--- src/rtl/i2c_seq_pkg.sv ---
// Shared types and constants for the I2C register-write sequencer:
// FSM state encoding, frame geometry, table-entry packing and the
// WM8731 codec power-up register set used as the default table.
package i2c_seq_pkg;

  // Sequencer states, in the order a normal write walks through them.
  typedef enum logic [2:0] {
    IDLE = 3'd0,
    LOAD = 3'd1,
    REQ  = 3'd2,
    WAIT = 3'd3,
    GAP  = 3'd4,
    DONE = 3'd5,
    FAIL = 3'd6
  } seq_state_t;

  // Full frame handed to the byte-level master: {devAddr, regAddr, regData}.
  localparam int FRAME_W = 24;

  // One table entry: {regAddr[6:0], regData[8:0]}.
  localparam int ENTRY_W = 16;

  // Builds one 16-bit table entry from a 7-bit register address and 9-bit data.
  function automatic logic [ENTRY_W-1:0] pack_entry(input logic [6:0] regAddr,
                                                    input logic [8:0] regData);
    return {regAddr, regData};
  endfunction

  // WM8731 bring-up sequence; entry 0 sits in the least significant 16 bits.
  localparam logic [6*ENTRY_W-1:0] WM8731_DEFAULT_TABLE = {
    pack_entry(7'h01, 9'h017),
    pack_entry(7'h00, 9'h017),
    pack_entry(7'h06, 9'h039),
    pack_entry(7'h09, 9'h001),
    pack_entry(7'h07, 9'h042),
    pack_entry(7'h04, 9'h004)
  };

endpackage

--- src/rtl/i2c_reg_sequencer.sv ---
// Table-driven I2C register-write sequencer. Walks INIT_TABLE, presents each
// 24-bit frame to the byte-level master, retries NACKed writes up to
// MAX_RETRY attempts, idles GAP_CYCLES cycles after every transaction and
// reports completion (ready) or an exhausted entry (error/failIndex).
//
// Handshake with the master: txReq is a one-cycle launch pulse while txData
// is already stable (it was loaded the cycle before and holds until the next
// LOAD). The master answers with a one-cycle txDone pulse, carrying txAck in
// the same cycle; txDone is only honoured in WAIT, which is entered the cycle
// after txReq, so a txDone on the very next cycle is accepted.
module i2c_reg_sequencer
  import i2c_seq_pkg::*;
#(
  parameter int                          NUM_REGS   = 6,
  parameter logic [7:0]                  DEV_ADDR   = 8'h35,
  parameter logic [NUM_REGS*ENTRY_W-1:0] INIT_TABLE = WM8731_DEFAULT_TABLE,
  parameter int                          MAX_RETRY  = 3,
  parameter int                          GAP_CYCLES = 16,
  parameter bit                          AUTO_START = 1'b1,
  localparam int                         IDX_W      = $clog2(NUM_REGS + 1),
  localparam int                         FAIL_W     = (NUM_REGS > 1) ? $clog2(NUM_REGS) : 1,
  localparam int                         ACK_W      = $clog2(NUM_REGS + 1)
) (
  input  logic               inClock,
  input  logic               reset,
  input  logic               start,
  output logic [FRAME_W-1:0] txData,
  output logic               txReq,
  input  logic               txDone,
  input  logic               txAck,
  output logic               busy,
  output logic               ready,
  output logic               error,
  output logic [FAIL_W-1:0]  failIndex,
  output logic [ACK_W-1:0]   ackNum,
  output seq_state_t         stateDbg
);

  localparam int RTY_W = $clog2(MAX_RETRY + 1);
  localparam int GAP_W = $clog2(GAP_CYCLES + 1);

  // The index is wide enough to hold NUM_REGS itself, so the end-of-table
  // compare after the increment never wraps, even for power-of-2 tables.
  localparam logic [IDX_W-1:0] LAST_IDX  = IDX_W'(NUM_REGS);
  localparam logic [RTY_W-1:0] RTY_LIMIT = RTY_W'(MAX_RETRY);
  localparam logic [GAP_W-1:0] GAP_LAST  = GAP_W'(GAP_CYCLES - 1);
  localparam logic [ACK_W-1:0] ACK_MAX   = ACK_W'(NUM_REGS);

  seq_state_t         state, stateNext;
  logic [IDX_W-1:0]   idx, idxNext;
  logic [RTY_W-1:0]   retryCnt, retryNext, retryInc;
  logic [GAP_W-1:0]   gapCnt, gapNext;
  logic               armed, armedNext;
  logic [FRAME_W-1:0] txDataNext;
  logic               busyNext, readyNext, errorNext;
  logic [FAIL_W-1:0]  failNext;
  logic [ACK_W-1:0]   ackNext;
  logic               launch;

  // Selects table entry idx; indices outside the table read as zero.
  function automatic logic [ENTRY_W-1:0] table_entry(input logic [IDX_W-1:0] sel);
    logic [ENTRY_W-1:0] e;
    e = '0;
    for (int i = 0; i < NUM_REGS; i++) begin
      if (sel == IDX_W'(i)) e = INIT_TABLE[ENTRY_W*i +: ENTRY_W];
    end
    return e;
  endfunction

  // Next-state and next-register values for the whole sequencer.
  always_comb begin
    stateNext  = state;
    idxNext    = idx;
    retryNext  = retryCnt;
    gapNext    = gapCnt;
    armedNext  = armed;
    txDataNext = txData;
    busyNext   = busy;
    readyNext  = ready;
    errorNext  = error;
    failNext   = failIndex;
    ackNext    = ackNum;
    retryInc   = retryCnt + 1'b1;
    launch     = 1'b0;

    case (state)
      IDLE: launch = start || (AUTO_START && armed);
      LOAD: begin
        txDataNext = {DEV_ADDR, table_entry(idx)};
        stateNext  = REQ;
      end
      REQ:  stateNext = WAIT;
      WAIT: begin
        if (txDone) begin
          if (txAck) begin
            if (ackNum != ACK_MAX) ackNext = ackNum + 1'b1;
            idxNext   = idx + 1'b1;
            retryNext = '0;
            stateNext = GAP;
          end else begin
            retryNext = retryInc;
            if (retryInc == RTY_LIMIT) begin
              stateNext = FAIL;
              errorNext = 1'b1;
              busyNext  = 1'b0;
              failNext  = idx[FAIL_W-1:0];
            end else begin
              stateNext = GAP;
            end
          end
        end
      end
      GAP: begin
        if (gapCnt == GAP_LAST) begin
          gapNext = '0;
          if (idx == LAST_IDX) begin
            stateNext = DONE;
            readyNext = 1'b1;
            busyNext  = 1'b0;
          end else begin
            stateNext = LOAD;
          end
        end else begin
          gapNext = gapCnt + 1'b1;
        end
      end
      DONE:    launch = start;
      FAIL:    launch = start;
      default: stateNext = IDLE;
    endcase

    // A (re)launch restarts the table from entry 0 with fresh status.
    if (launch) begin
      stateNext = LOAD;
      idxNext   = '0;
      retryNext = '0;
      gapNext   = '0;
      armedNext = 1'b0;
      ackNext   = '0;
      readyNext = 1'b0;
      errorNext = 1'b0;
      failNext  = '0;
      busyNext  = 1'b1;
    end
  end

  // State and datapath registers with synchronous reset.
  always_ff @(posedge inClock) begin
    if (reset) begin
      state     <= IDLE;
      idx       <= '0;
      retryCnt  <= '0;
      gapCnt    <= '0;
      armed     <= 1'b1;
      txData    <= '0;
      busy      <= 1'b0;
      ready     <= 1'b0;
      error     <= 1'b0;
      failIndex <= '0;
      ackNum    <= '0;
    end else begin
      state     <= stateNext;
      idx       <= idxNext;
      retryCnt  <= retryNext;
      gapCnt    <= gapNext;
      armed     <= armedNext;
      txData    <= txDataNext;
      busy      <= busyNext;
      ready     <= readyNext;
      error     <= errorNext;
      failIndex <= failNext;
      ackNum    <= ackNext;
    end
  end

  // Launch pulse; gated by reset so it drops as soon as reset is raised.
  assign txReq = (state == REQ) && !reset;

  assign stateDbg = state;

endmodule

--- config.mk ---
export PLATFORM = sky130hd
export DESIGN_NAME = i2c_reg_sequencer
export DESIGN_NICKNAME = d
export VERILOG_FILES = /design/src/rtl/i2c_seq_pkg.sv /design/src/rtl/i2c_reg_sequencer.sv
export SDC_FILE = /design/constraint.sdc
export NUM_CORES = 1
export LEC_CHECK = 0
export BUFFER_PORTS_ARGS = -buffer_cell sky130_fd_sc_hd__buf_2
export CORE_MARGIN = 1
export CORE_UTILIZATION = 45
export CTS_CLUSTER_DIAMETER = 100
export DETAILED_ROUTE_END_ITERATION = 8
export PLACE_DENSITY_LB_ADDON = 0.25
export SYNTH_ARGS = -nofsm -noshare
export SYNTH_HDL_FRONTEND = slang
export SYNTH_SLANG_ARGS = --single-unit
--- constraint.sdc ---
create_clock -name inClock -period 4.2 [get_ports inClock]
set_clock_uncertainty 0.15 [all_clocks]
set_input_delay 0.84 -clock inClock [delete_from_list [all_inputs] [get_ports inClock]]
set_output_delay 0.84 -clock inClock [all_outputs]
set_load 0.03 [all_outputs]
# --- Word-level counts from Yosys, hierarchy flattened ---
# Index checks and enable logic that the tools add are counted.
# W data, S select, Z words.
totals:
  reg_bits: 40
  inputBits: 5
  elab_cells: 81
classes:
  add_sub_neg: 4
  n_eq_ne: 23
  mux: 23
  bitwise: 2
  reduce_logical: 17
ops:
  columns: ["cell", "count"]
  rows:
  - ["$mux W16", 5]
  - ["$eq A3 B3 Y1 const B", 6]
  - ["$ne A3 B3 Y1 const B", 6]
  - ["$pmux W3 S5", 1]
  - ["$eq A3 B2 Y1 const B", 4]
  - ["$mux W12", 1]
  - ["$reduce_and A3 Y1", 4]
  - ["$mux W3", 3]
  - ["$reduce_and A4 Y1", 2]
  - ["$mux W1", 7]
  - ["$add A3 B1 Y3 const B", 2]
  - ["$eq A3 B1 Y1 const B", 2]
  - ["$logic_not A3 Y1", 2]
  - ["$mux W2", 3]
  - ["$reduce_and A6 Y1", 1]
  - ["$add A5 B1 Y5 const B", 1]
  - ["$eq A5 B4 Y1 const B", 1]
  - ["$mux W5", 1]
  - ["$ne A2 B2 Y1 const B", 2]
  - ["$pmux W1 S2", 2]
  - ["$reduce_or A2 Y1", 2]
  - ["$reduce_bool A3 Y1", 1]
  - ["$reduce_or A3 Y1", 1]
  - ["$add A2 B1 Y2 const B", 1]
  - ["7 further kinds", 8]

# --- Longest topological paths before layout ---
logic_depth:
  ltp_word: 7
  ltp_mapped: 6
  depth_no_buf: 6

# --- Least setup slack after synthesis ---
# OpenSTA, ideal clock, no wires.
synth_timing:
  path_type: "input to output"
  from: "input reset"
  to: "output txReq"
  t_arrival_ns: 2.039
  required_ns: 3.210
  slack_ns: 1.171
  cell_stages: 2
  path_cell_list: "clkbuf_1 > nor4b_1"
synth_via:
  elab_chain_cells: 2
synth_lines:
  columns: ["item", "line_no", "source"]
  rows:
  - ["start: declaration", "i2c_reg_sequencer.sv:25", "input logic reset,"]
  - ["$logic_not A1 Y1", "i2c_reg_sequencer.sv:177", "assign txReq = (state == REQ) && !reset;"]
  - ["$logic_and A1 B1 Y1", "i2c_reg_sequencer.sv:177", null]
  - ["end: declaration", "i2c_reg_sequencer.sv:28", "output logic txReq,"]
# Every way passes these cells.

# --- Worst setup path in the final report ---
# Same ends and word-level chain as after synthesis.

==> implementation parameters <==
Parameter                              Value

Status
  Status ... finished, final reports clean

Logic synthesis
  Total standard cell area after synthesis ... 1810 um^2
  Count of different cell masters after synthesis ... 51
  Most frequently used flop master after synthesis ... dfxtp_1
  Area share of fa/ha/maj cells after synthesis ... 0.0692
  Synth top area share ... 0.376
  Proportion of register bits with asynchronous set or reset after synthesis ... 0
  Post-Syn Instances ... 214
  Count of state elements after synthesis ... 34
  Synth Area per Inst ... ~8.4 um^2
  Number of warnings issued by yosys ... 0
  Register area share after synthesis ... 0.376
  Share of cell area taken by muxes after synthesis ... 0.0166
  Main combinational cell family by area after synthesis ... simple AND/OR/NAND/NOR gates
  Number of synthesized flops with an enable pin ... 0
  Post-synthesis share of cell area spent on xor and xnor gates ... 0.0145
  Area share of and/or/nand/nor cells after synthesis ... 0.242
  Compound-cell area share of the yosys netlist ... 0.160
  Cell accounting for the most synthesized area ... dfxtp_1
  Synth area leaders ... dfxtp_1, nor2_1, ha_1, buf_4, a21oi_1

Critical path
  FF-to-FF path depth ... 4
  Worst reg2reg endpoint ... ackNum[1]$_SDFFE_PP0P_
  Data arrival time of the critical path ... ~1.5 ns
  Highest net fanout along the worst path ... 17
  Kind of end point of the critical path ... output pin
  Data required time of the worst path ... roughly 3.2 ns
  Launching element type of the critical path ... primary input
  Worst R2R Start ... stateDbg[0]$_SDFFE_PP0P_
  Type of the worst setup path ... primary input to output pin
  Internal reg-to-reg setup slack ... 2.05 ns

CTS
  TritonCTS clock tree ... done
  Number of sinks handled by clock tree synthesis ... 34
  Number of setup buffers added after CTS ... 0
  Worst-case clock buffer depth ... 2
  H-tree levels ... 2
  Clk slew on worst S/H paths ... approximately 0.07 ns
  CTS Root Buffer Type ... clkbuf_8
  Hold_buf cts ... 0
  Worst-Skew Late Latency ... 0.29 ns
  Post-cts repair resize count ... 0
  Num CTS Buffers ... 5

Power
  Comb pwr share ... 0.242
  Overall Power ... 0.826 mW
  Internal Pwr Total ... 0.540 mW
  Relative contribution of the clock network to total power ... 0.299
  Share of total power in sequential cells ... 0.459
  Share of total power consumed by net switching ... 0.346
  Power dissipated by switching net loads ... 0.286 mW
  VDD IR max ... approximately 0.23 mV
  P per Cell Area ... 420 nW/um^2
  Lkg Pwr ... ~0.83 nW

Timing
  Slew HR ... 0.529
  Worst hold slack ... 0.301 ns
  Final hold vios ... 0
  Setup repair after global routing missed its margin ... no
  Portion of the clock cycle consumed by the worst path in the final layout ... 0.601
  Setup TNS ... 0 ns
  Number of failing setup endpoints in the final timing report ... 0
  Pins Over Slew Limit ... 0
  Post-route minimum period ... between 2 and 3 ns
  Max frequency ... 0.396 GHz
  Worst-Margin Slew ... 0.705 ns

Global route
  First-pass GRT wire length ... 5540 um
  Largest net degree at the start of global routing ... 22
  Initial antenna violation count ... 0
  Via count of the first global-routing pass ... about 1200
  Global router's overall resource usage ... 0.171
  Total congestion overflow ... 0

Min path
  WHS Path Cells ... 2
  Worst min-delay path category ... register to register
  Endpoint, Worst Hold ... txData[6]$_SDFFE_PP0P_
  Hold path start ... txData[6]$_SDFFE_PP0P_

Finish
  Most frequent cells in the layout ... nor2_1, dfxtp_1, buf_2
  Number of nets in the finished design ... 250
  Relative area change from synthesis to final layout ... 8.79%
  Layout Cell Area excl Fill ... 1970 um^2
  Final core utilization ... 0.525
  # diodes ... 0
  Ratio of cells with drive above 1 in the final layout ... 0.203
  Most common library cell in the layout ignoring fill and taps ... nor2_1

Floorplanning
  Starting utilization of the core area ... 0.483
  Die H ... 65.4 um
  Floorplan die width ... 65.4 um
  Core region area ... 3740 um^2
  Die ar. ... 4280 um^2
  Number of placement rows ... 22
  Io pins ... 42

Routing
  Count of unresolved DRC violations after routing ... 0
  Initial DRC Count ... 61
  Routed via count divided by cell count ... roughly 5.2
  Routed wire length ... around 3400 um
  Routed wirelength normalized by instance count ... 12.0 um
  Number of nets with antenna violations after routing ... 0
  Number of vias in the routed layout ... 1475
  First-pass iteration count of the detailed router ... 4

Place
  Detailed-placement wirelength estimate ... approximately 2300 um
  Count of port buffers added during placement ... 32
  RD Place Congestion ... 0.751
  Cell area after placement ... 1880 um^2

Job
  Reported max-cap violation count ... 0
-- cell families after synthesis --
group / count (synthesis)
flops: 34
compound gates: 44
fa+ha+maj: 10
simple gates: 84
xor+xnor: 3
other cells: 1
mux: 3
buf+inv: 35
-- Yosys cell counts, types with 2 or more instances --
cell type  count
a211oi_1       5
a21oi_1       16
a22oi_1        3
a31oi_1        3
a41oi_1        2
and4b_1        3
buf_2          2
buf_4         14
buf_6          4
clkbuf_1       5
dfxtp_1       34
ha_1          10
inv_1          8
mux2i_1        3
nand2_1       14
nand2b_1       2
nand3_1        4
nor2_1        36
nor2b_1        2
nor3_1         7
nor4b_1        2
o21ai_0        4
or3b_2         2
xnor2_1        2
-- how the worst max path moves through the flow --
| stage | start | end | slack [ns] | depth (start not counted) |
|---|---|---|---|---|
| final | reset | txReq | 1.68 | 3 |
| after CTS | reset | txReq | 1.67 | 3 |
| after detailed placement | reset | txReq | 1.67 | 3 |
| after global placement | reset | txReq | 1.67 | 3 |
| after floorplan | reset | txReq | 1.17 | 2 |
| after global routing | stateDbg[1]$_SDFFE_PP0P_ | txReq | 1.56 | 2 |
-- power by group through the flow --
stage / Sequential, mW / Combinational, mW / Clock (mW)
5_1_grt: 0.384 / 0.217 / 0.268
3_3_place_gp: 0.386 / 0.199 / 0
2_1_floorplan: 0.404 / 0.163 / 0
3_5_place_dp: 0.387 / 0.200 / 0
4_1_cts: 0.379 / 0.201 / 0.254
6_report: 0.379 / 0.200 / 0.247
-- flip-flops by register name, summed over array words and instances, names as in the netlist, 2 cells and up --
signal	count
ackNum	3
failIndex	3
gapCnt	5
idx	3
retryCnt	2
stateDbg	3
txData	11
-- metrics by stage --
stage	instances	worst slack, ns
6_report	284	1.68
5_1_grt	284	1.56
4_1_cts	284	1.67
3_5_place_dp	276	1.67
3_3_place_gp	276	1.67
2_1_floorplan	222	1.17
-- final cells by class --
type | count | area (um^2)
well taps | 48 | 60.1
clock inverters | 1 | 5.00
multi-input cells | 153 | 941
inverters | 9 | 33.8
clock buffers | 7 | 86.3
repair buffers | 32 | 160
flip-flops and latches | 34 | 681
fillers | 395 | 1780
-- per-layer routing --
metal	wire length (um)	GRT usage
met1	1730	0.220
met2	1450	0.250
met3	154	0.0503
met4	85	0.106
met5	0	0
-- critical path: stages --
cell and delay (ns):
buf_2 0.20, nor4b_1 0.25, buf_2 0.24
(Power assumes the default switching activity.)
